$ cat config.mk
export PLATFORM = sky130hd
export DESIGN_NAME = regfile_writeback
export DESIGN_NICKNAME = d
export VERILOG_FILES = /design/src/rtl/regfile_writeback_pkg.sv /design/src/rtl/wb_fifo.sv /design/src/rtl/regfile_writeback.sv
export SDC_FILE = /design/constraint.sdc
export NUM_CORES = 1
export LEC_CHECK = 0
export ABC_AREA = 1
export BUFFER_PORTS_ARGS = -buffer_cell sky130_fd_sc_hd__buf_4
export CORE_UTILIZATION = 30
export CTS_BUF_LIST = sky130_fd_sc_hd__clkbuf_8
export CTS_CLUSTER_DIAMETER = 50
export DETAILED_ROUTE_END_ITERATION = 7
export GPL_TIMING_DRIVEN = 0
export SYNTH_ARGS = -nofsm -noshare
export SYNTH_HDL_FRONTEND = slang
export SYNTH_HIERARCHICAL = 1
export SYNTH_SLANG_ARGS = --single-unit
$ cat constraint.sdc
create_clock -name clk -period 9.4 [get_ports clk]
set_input_delay 2.82 -clock clk [delete_from_list [all_inputs] [get_ports clk]]
set_output_delay 2.82 -clock clk [all_outputs]
set_load 0.005 [all_outputs]
$ cat src/rtl/regfile_writeback_pkg.sv
// Shared constants and types for the register-file write-side controller.
package regfile_writeback_pkg;

  localparam int XLEN           = 32;
  localparam int NREG           = 32;
  localparam int AW             = 5;
  localparam int ALU_FIFO_DEPTH = 2;

  typedef struct packed {
    logic [AW-1:0]   rd;
    logic [XLEN-1:0] data;
  } wb_entry_t;

  typedef enum logic {
    GRANT_ALU = 1'b0,
    GRANT_LD  = 1'b1
  } grant_src_t;

endpackage

$ cat src/rtl/wb_fifo.sv
// Small synchronous FIFO holding ALU results until they win the write port.
module wb_fifo #(
  parameter int WIDTH = 37,
  parameter int DEPTH = 2
) (
  input  logic             clk,
  input  logic             reset,
  input  logic             push,
  input  logic [WIDTH-1:0] data,
  input  logic             pop,
  output logic             full,
  output logic             empty,
  output logic [WIDTH-1:0] head
);

  localparam int PW = $clog2(DEPTH);

  logic [WIDTH-1:0] mem [DEPTH];
  logic [PW-1:0]    rd_ptr;
  logic [PW-1:0]    wr_ptr;
  logic [PW:0]      count;

  assign full  = (count == (PW+1)'(DEPTH));
  assign empty = (count == '0);
  assign head  = mem[rd_ptr];

  // Storage is not reset; occupancy is tracked by count alone.
  always_ff @(posedge clk) begin
    if (push) mem[wr_ptr] <= data;
  end

  always_ff @(posedge clk) begin
    if (reset) begin
      rd_ptr <= '0;
      wr_ptr <= '0;
      count  <= '0;
    end else begin
      if (push) wr_ptr <= wr_ptr + PW'(1);
      if (pop)  rd_ptr <= rd_ptr + PW'(1);
      case ({push, pop})
        2'b10:   count <= count + (PW+1)'(1);
        2'b01:   count <= count - (PW+1)'(1);
        default: count <= count;
      endcase
    end
  end

endmodule

$ cat src/rtl/regfile_writeback.sv
// Write-port arbiter between ALU and load results, plus the busy scoreboard
// that makes decode stall on RAW/WAW hazards.
module regfile_writeback
  import regfile_writeback_pkg::*;
(
  input  logic            clk,
  input  logic            reset,
  input  logic            issue_valid,
  input  logic [AW-1:0]   issue_rd,
  input  logic [AW-1:0]   rs1,
  input  logic [AW-1:0]   rs2,
  input  logic            rs1_used,
  input  logic            rs2_used,
  output logic            stall,
  input  logic            alu_valid,
  input  logic [AW-1:0]   alu_rd,
  input  logic [XLEN-1:0] alu_data,
  output logic            alu_ready,
  input  logic            ld_valid,
  input  logic [AW-1:0]   ld_rd,
  input  logic [XLEN-1:0] ld_data,
  output logic            ld_ready,
  output logic            we,
  output logic [AW-1:0]   wa,
  output logic [XLEN-1:0] wdata,
  output logic            err_spurious
);

  // Handshakes: a transfer happens on a rising edge where valid && ready.
  // ALU results: alu_ready depends on registered state only. Loads: ld_valid
  // holds rd/data stable until ld_ready, which means "written this cycle".
  // Issue: accepted when issue_valid && !stall.

  logic [NREG-1:0] busy;
  logic [NREG-1:0] busy_next;
  grant_src_t      last_grant;
  logic            err_q;

  wb_entry_t fifo_in;
  wb_entry_t fifo_head;
  logic      fifo_full;
  logic      fifo_empty;
  logic      fifo_push;
  logic      fifo_pop;

  logic conflict;
  logic grant_ld;
  logic grant_fifo;
  logic issue_accept;

  assign fifo_in   = '{rd: alu_rd, data: alu_data};
  assign alu_ready = !fifo_full;
  assign fifo_push = alu_valid && alu_ready && (alu_rd != '0);

  wb_fifo #(
    .WIDTH ($bits(wb_entry_t)),
    .DEPTH (ALU_FIFO_DEPTH)
  ) u_alu_fifo (
    .clk   (clk),
    .reset (reset),
    .push  (fifo_push),
    .data  (fifo_in),
    .pop   (fifo_pop),
    .full  (fifo_full),
    .empty (fifo_empty),
    .head  (fifo_head)
  );

  // Grants are suppressed during reset so an in-flight load is not consumed.
  always_comb begin
    conflict   = !fifo_empty && ld_valid;
    grant_ld   = !reset && ld_valid && (fifo_empty || (last_grant == GRANT_ALU));
    grant_fifo = !reset && !fifo_empty && !grant_ld;
    wa         = '0;
    wdata      = '0;
    if (grant_ld) begin
      wa    = ld_rd;
      wdata = ld_data;
    end else if (grant_fifo) begin
      wa    = fifo_head.rd;
      wdata = fifo_head.data;
    end
    we       = (grant_ld || grant_fifo) && (wa != '0);
    ld_ready = grant_ld;
    fifo_pop = grant_fifo;
  end

  assign stall = (rs1_used && busy[rs1]) ||
                 (rs2_used && busy[rs2]) ||
                 ((issue_rd != '0) && busy[issue_rd]);

  assign issue_accept = issue_valid && !stall && (issue_rd != '0);

  // Set is applied after clear so a same-cycle set on the written register wins.
  always_comb begin
    busy_next = busy;
    if (we)           busy_next[wa]       = 1'b0;
    if (issue_accept) busy_next[issue_rd] = 1'b1;
    busy_next[0] = 1'b0;
  end

  always_ff @(posedge clk) begin
    if (reset) begin
      busy       <= '0;
      last_grant <= GRANT_ALU;
      err_q      <= 1'b0;
    end else begin
      busy <= busy_next;
      if (conflict)         last_grant <= grant_ld ? GRANT_LD : GRANT_ALU;
      if (we && !busy[wa])  err_q      <= 1'b1;
    end
  end

  assign err_spurious = err_q;

endmodule
==> Implementation_results.wiki <==
{| class="wikitable"
! Metric !! Value
|-
| Number of antenna violations at the first check in global routing || 0
|-
| Number of sinks handled by clock tree synthesis || 112
|-
| Final worst-path cycle share || 79.0%
|-
| Maximum clock path buffer count || 2
|-
| Number of gates given a new drive strength after cts || 0
|-
| Hold crit path type || flip-flop to flip-flop
|-
| Insertion delay to the later sink of the worst-skew pair || 380 ps
|-
| Number of global-route vias before repair || 5227
|-
| Cell type with the largest total area after synthesis || sky130_fd_sc_hd__edfxtp_1
|-
| Finished Core Util || 38.0%
|-
| Proportion of synthesized flip-flops having asynchronous set or reset || 0%
|-
| Post-synthesis instance area || 6430 um2
|-
| Cell types occupying the most area after synthesis || sky130_fd_sc_hd__edfxtp_1, sky130_fd_sc_hd__dfxtp_1, sky130_fd_sc_hd__nand2_1
|-
| Std-Cell Core Area || 21000 um2
|-
| R2r startpoint || u_alu_fifo/count[0]$_SDFFE_PP0P_
|-
| Commonest register cell after synthesis || sky130_fd_sc_hd__edfxtp_1
|-
| Initial core utilization || 30.6%
|-
| Worst slack at placement || 2020 ps
|-
| Worst-case clock skew || 8.98 ps
|-
| Sum of negative setup slack || 0 ps
|-
| Total length of routed wires || 19.3 mm
|-
| Final estimated routing congestion in global placement || 0.908
|-
| Post-CTS Repair Setup Buffers || 0
|-
| Proportion of netlist area held by the largest area contributor || 34.5%
|-
| Unrepaired setup endpoints after global routing || false
|-
| Final hold violation count || 0
|-
| Number of flops mapped to enable cells by yosys || 74
|-
| Die boundary height || 148 um
|-
| Sequential cell area fraction in the yosys report || 46.4%
|-
| TritonCTS clock tree || built
|-
| Required arrival time at the worst endpoint || 6580 ps
|-
| Depth of the worst register-to-register path || 13
|-
| Area grow syn2layout || 24.3%
|-
| Depth of the worst hold-timing path || 2
|-
| Detailed router's first-iteration violation count || 437
|-
| Arrival time at the worst endpoint || 4610 ps
|-
| Port Buf Inserts || 135
|-
| Number of buffers created by CTS || 9
|-
| Hold wc startpoint || err_spurious$_SDFFE_PP0P_
|-
| Transition time of the tightest slew-check pin || 865 ps
|-
| Largest fanout on the critical path || 10
|-
| Cell row count || 53
|-
| Min-Delay Endpoint || err_spurious$_SDFFE_PP0P_
|-
| Final net count || 1000
|-
| Worst reg2reg endpoint || u_alu_fifo/count[1]$_SDFFE_PP0P_
|-
| Detailed Place HPWL || 14.4 mm
|-
| Highest Clock Rate || 135 MHz
|-
| Pin count of the biggest net entering global routing || 39
|-
| Die X || 148 um
|-
| Fraction of final layout cells with drive strength greater than 1 || 25.6%
|-
| Vias per Instance || 4.89
|-
| Total power per unit cell area || 149 nW/um2
|-
| Kind of critical path || input port to output port
|-
| Hold bufs inserted after CTS || 0
|-
| Routed Antenna Nets || 0
|-
| Sum of overflow across all layers after global routing || 0
|-
| Worst VDD drop || 0.0000837 V
|-
| Top cells by instance count after synthesis || sky130_fd_sc_hd__nand2_1, sky130_fd_sc_hd__nand3_1, sky130_fd_sc_hd__inv_1
|-
| Leakage power summed over all cells || 3.27 nW
|-
| Root buffer cell || sky130_fd_sc_hd__clkbuf_8
|-
| Number of nets in the synthesized netlist || 853
|-
| Clock period minus final worst setup slack || 7430 ps
|-
| Reg-to-reg setup timing slack || 7010 ps
|-
| Startpoint Class || input port
|-
| Top-Level Pins || 138
|-
| Outcome || finished clean
|-
| # diodes || 0
|-
| Mapped Cells || 756
|-
| Max-slew headroom || 42.2%
|-
| Most common cell in the netlist || sky130_fd_sc_hd__nand2_1
|-
| Depth of the CTS H-tree || 3
|-
| Routed length per placed instance || 16.3 um
|-
| Final worst slack || 1970 ps
|-
| Critical Path End Type || output port
|-
| Global-route wire length before repair || 29.3 mm
|-
| Post-synthesis area per instance || 8.51 um2
|-
| Die Footprint || 22000 um2
|-
| Count of synthesis-stage warnings from yosys || 6
|-
| Maxcap violations || 0
|-
| Final number of setup-violating endpoints || 0
|-
| Count of different cell masters after synthesis || 35
|-
| Flip-flop and latch count after synthesis || 112
|-
| Clock-pin slew reported for the worst setup and hold paths after clock tree synthesis || 110 ps
|-
| Via total after detailed routing || 5789
|-
| Count of TritonRoute iterations in the first routing pass || 5
|-
| Slew Limit Fails || 0
|-
| Remaining design rule violation count || 0
|-
| Overall Global Routing Usage || 17.7%
|}
## flip-flops by register name (all words and copies together) (netlist names), named ones only
signal,cells
u_alu_fifo/rd_ptr,1
err_spurious,1
busy,31
u_alu_fifo/count,2
last_grant,1
u_alu_fifo/wr_ptr,1
u_alu_fifo/mem,74
## per-layer routing
| metal | GRT usage (%) | wire [um] | up-vias |
|---|---|---|---|
| met3 | 3.47 | 1550 | 24 |
| li1 | - | - | 2851 |
| met1 | 23.9 | 8480 | 2651 |
| met4 | 5.82 | 330 | 0 |
| met2 | 28.2 | 8960 | 263 |
| met5 | 0 | 0 | - |
## placed cells by master (no fill, tap or decap), drive strengths merged, types with 3 or more instances in the layout
cell type / instances
a21oi: 39
o211ai: 3
edfxtp: 74
o21ai: 56
nor2: 73
dfxtp: 38
inv: 85
nand2: 183
nand4: 5
buf: 163
mux2: 37
nor3: 8
clkbuf: 16
clkinv: 3
nand3: 87
a22o: 32
## area by class of cell
cell class                 instances  area (um2)
buffer                            34         264
clock buffer                       9         124
clock inverter                     7        53.8
fill                            2162       13000
inverter                          82         310
multi-input combinational        528        2880
sequential                       112        2980
tap                              275         344
timing repair buffer             136        1030
## where the power goes
group	internal, W	switching [W]
Clock	0.0000995	0.000171
Sequential	0.000565	0.0000126
Combinational	0.000162	0.000182
Total	0.000826	0.000366
## worst max path at each step
stage / startpoint / endpoint / cells past startpoint
2_1_floorplan: rs1[0] / stall / 14
3_3_place_gp: issue_rd[1] / stall / 15
3_5_place_dp: issue_rd[1] / stall / 15
4_1_cts: issue_rd[1] / stall / 15
5_1_grt: issue_rd[1] / stall / 15
6_report: issue_rd[1] / stall / 15
## worst max-delay path: stages
cell                      delay (ps)
sky130_fd_sc_hd__buf_4           130
sky130_fd_sc_hd__inv_2           130
sky130_fd_sc_hd__nor2_1          170
sky130_fd_sc_hd__nand2_1          90
sky130_fd_sc_hd__nand2_1          50
sky130_fd_sc_hd__nor2_1          110
sky130_fd_sc_hd__nor2_1           50
sky130_fd_sc_hd__nor2_1           90
sky130_fd_sc_hd__nand2_1          70
sky130_fd_sc_hd__nor2_1          170
sky130_fd_sc_hd__nand2_1         110
sky130_fd_sc_hd__nor2_4          240
sky130_fd_sc_hd__buf_6           190
sky130_fd_sc_hd__inv_1            50
sky130_fd_sc_hd__buf_4           130
## metrics by stage
step	power (W)	hold WS, ps	cells	cell area [um2]
after floorplan	0.000793	447	756	6430
after global routing	0.00125	508	1183	8000
after detailed placement	0.000933	459	1167	7820
after global placement	0.000928	444	1166	7790
after CTS	0.00120	476	1183	8000
final	0.00119	465	1183	8000
## cells by family (layout without fill, tap and decap cells)
kind of cell | Yosys count | after routing | share of synthesized area, %
muxes | 37 | 37 | 8.23
buffers and inverters | 116 | 268 | 8.93
xor gates and xnor gates | 1 | 1 | 0.136
and+or+nand+nor | 358 | 358 | 23.7
DFF | 112 | 112 | 46.4
adders and majority gates | 1 | 1 | 0.194
AOI/OAI and AO/OA | 131 | 131 | 12.4
(Power assumes the default switching activity.)
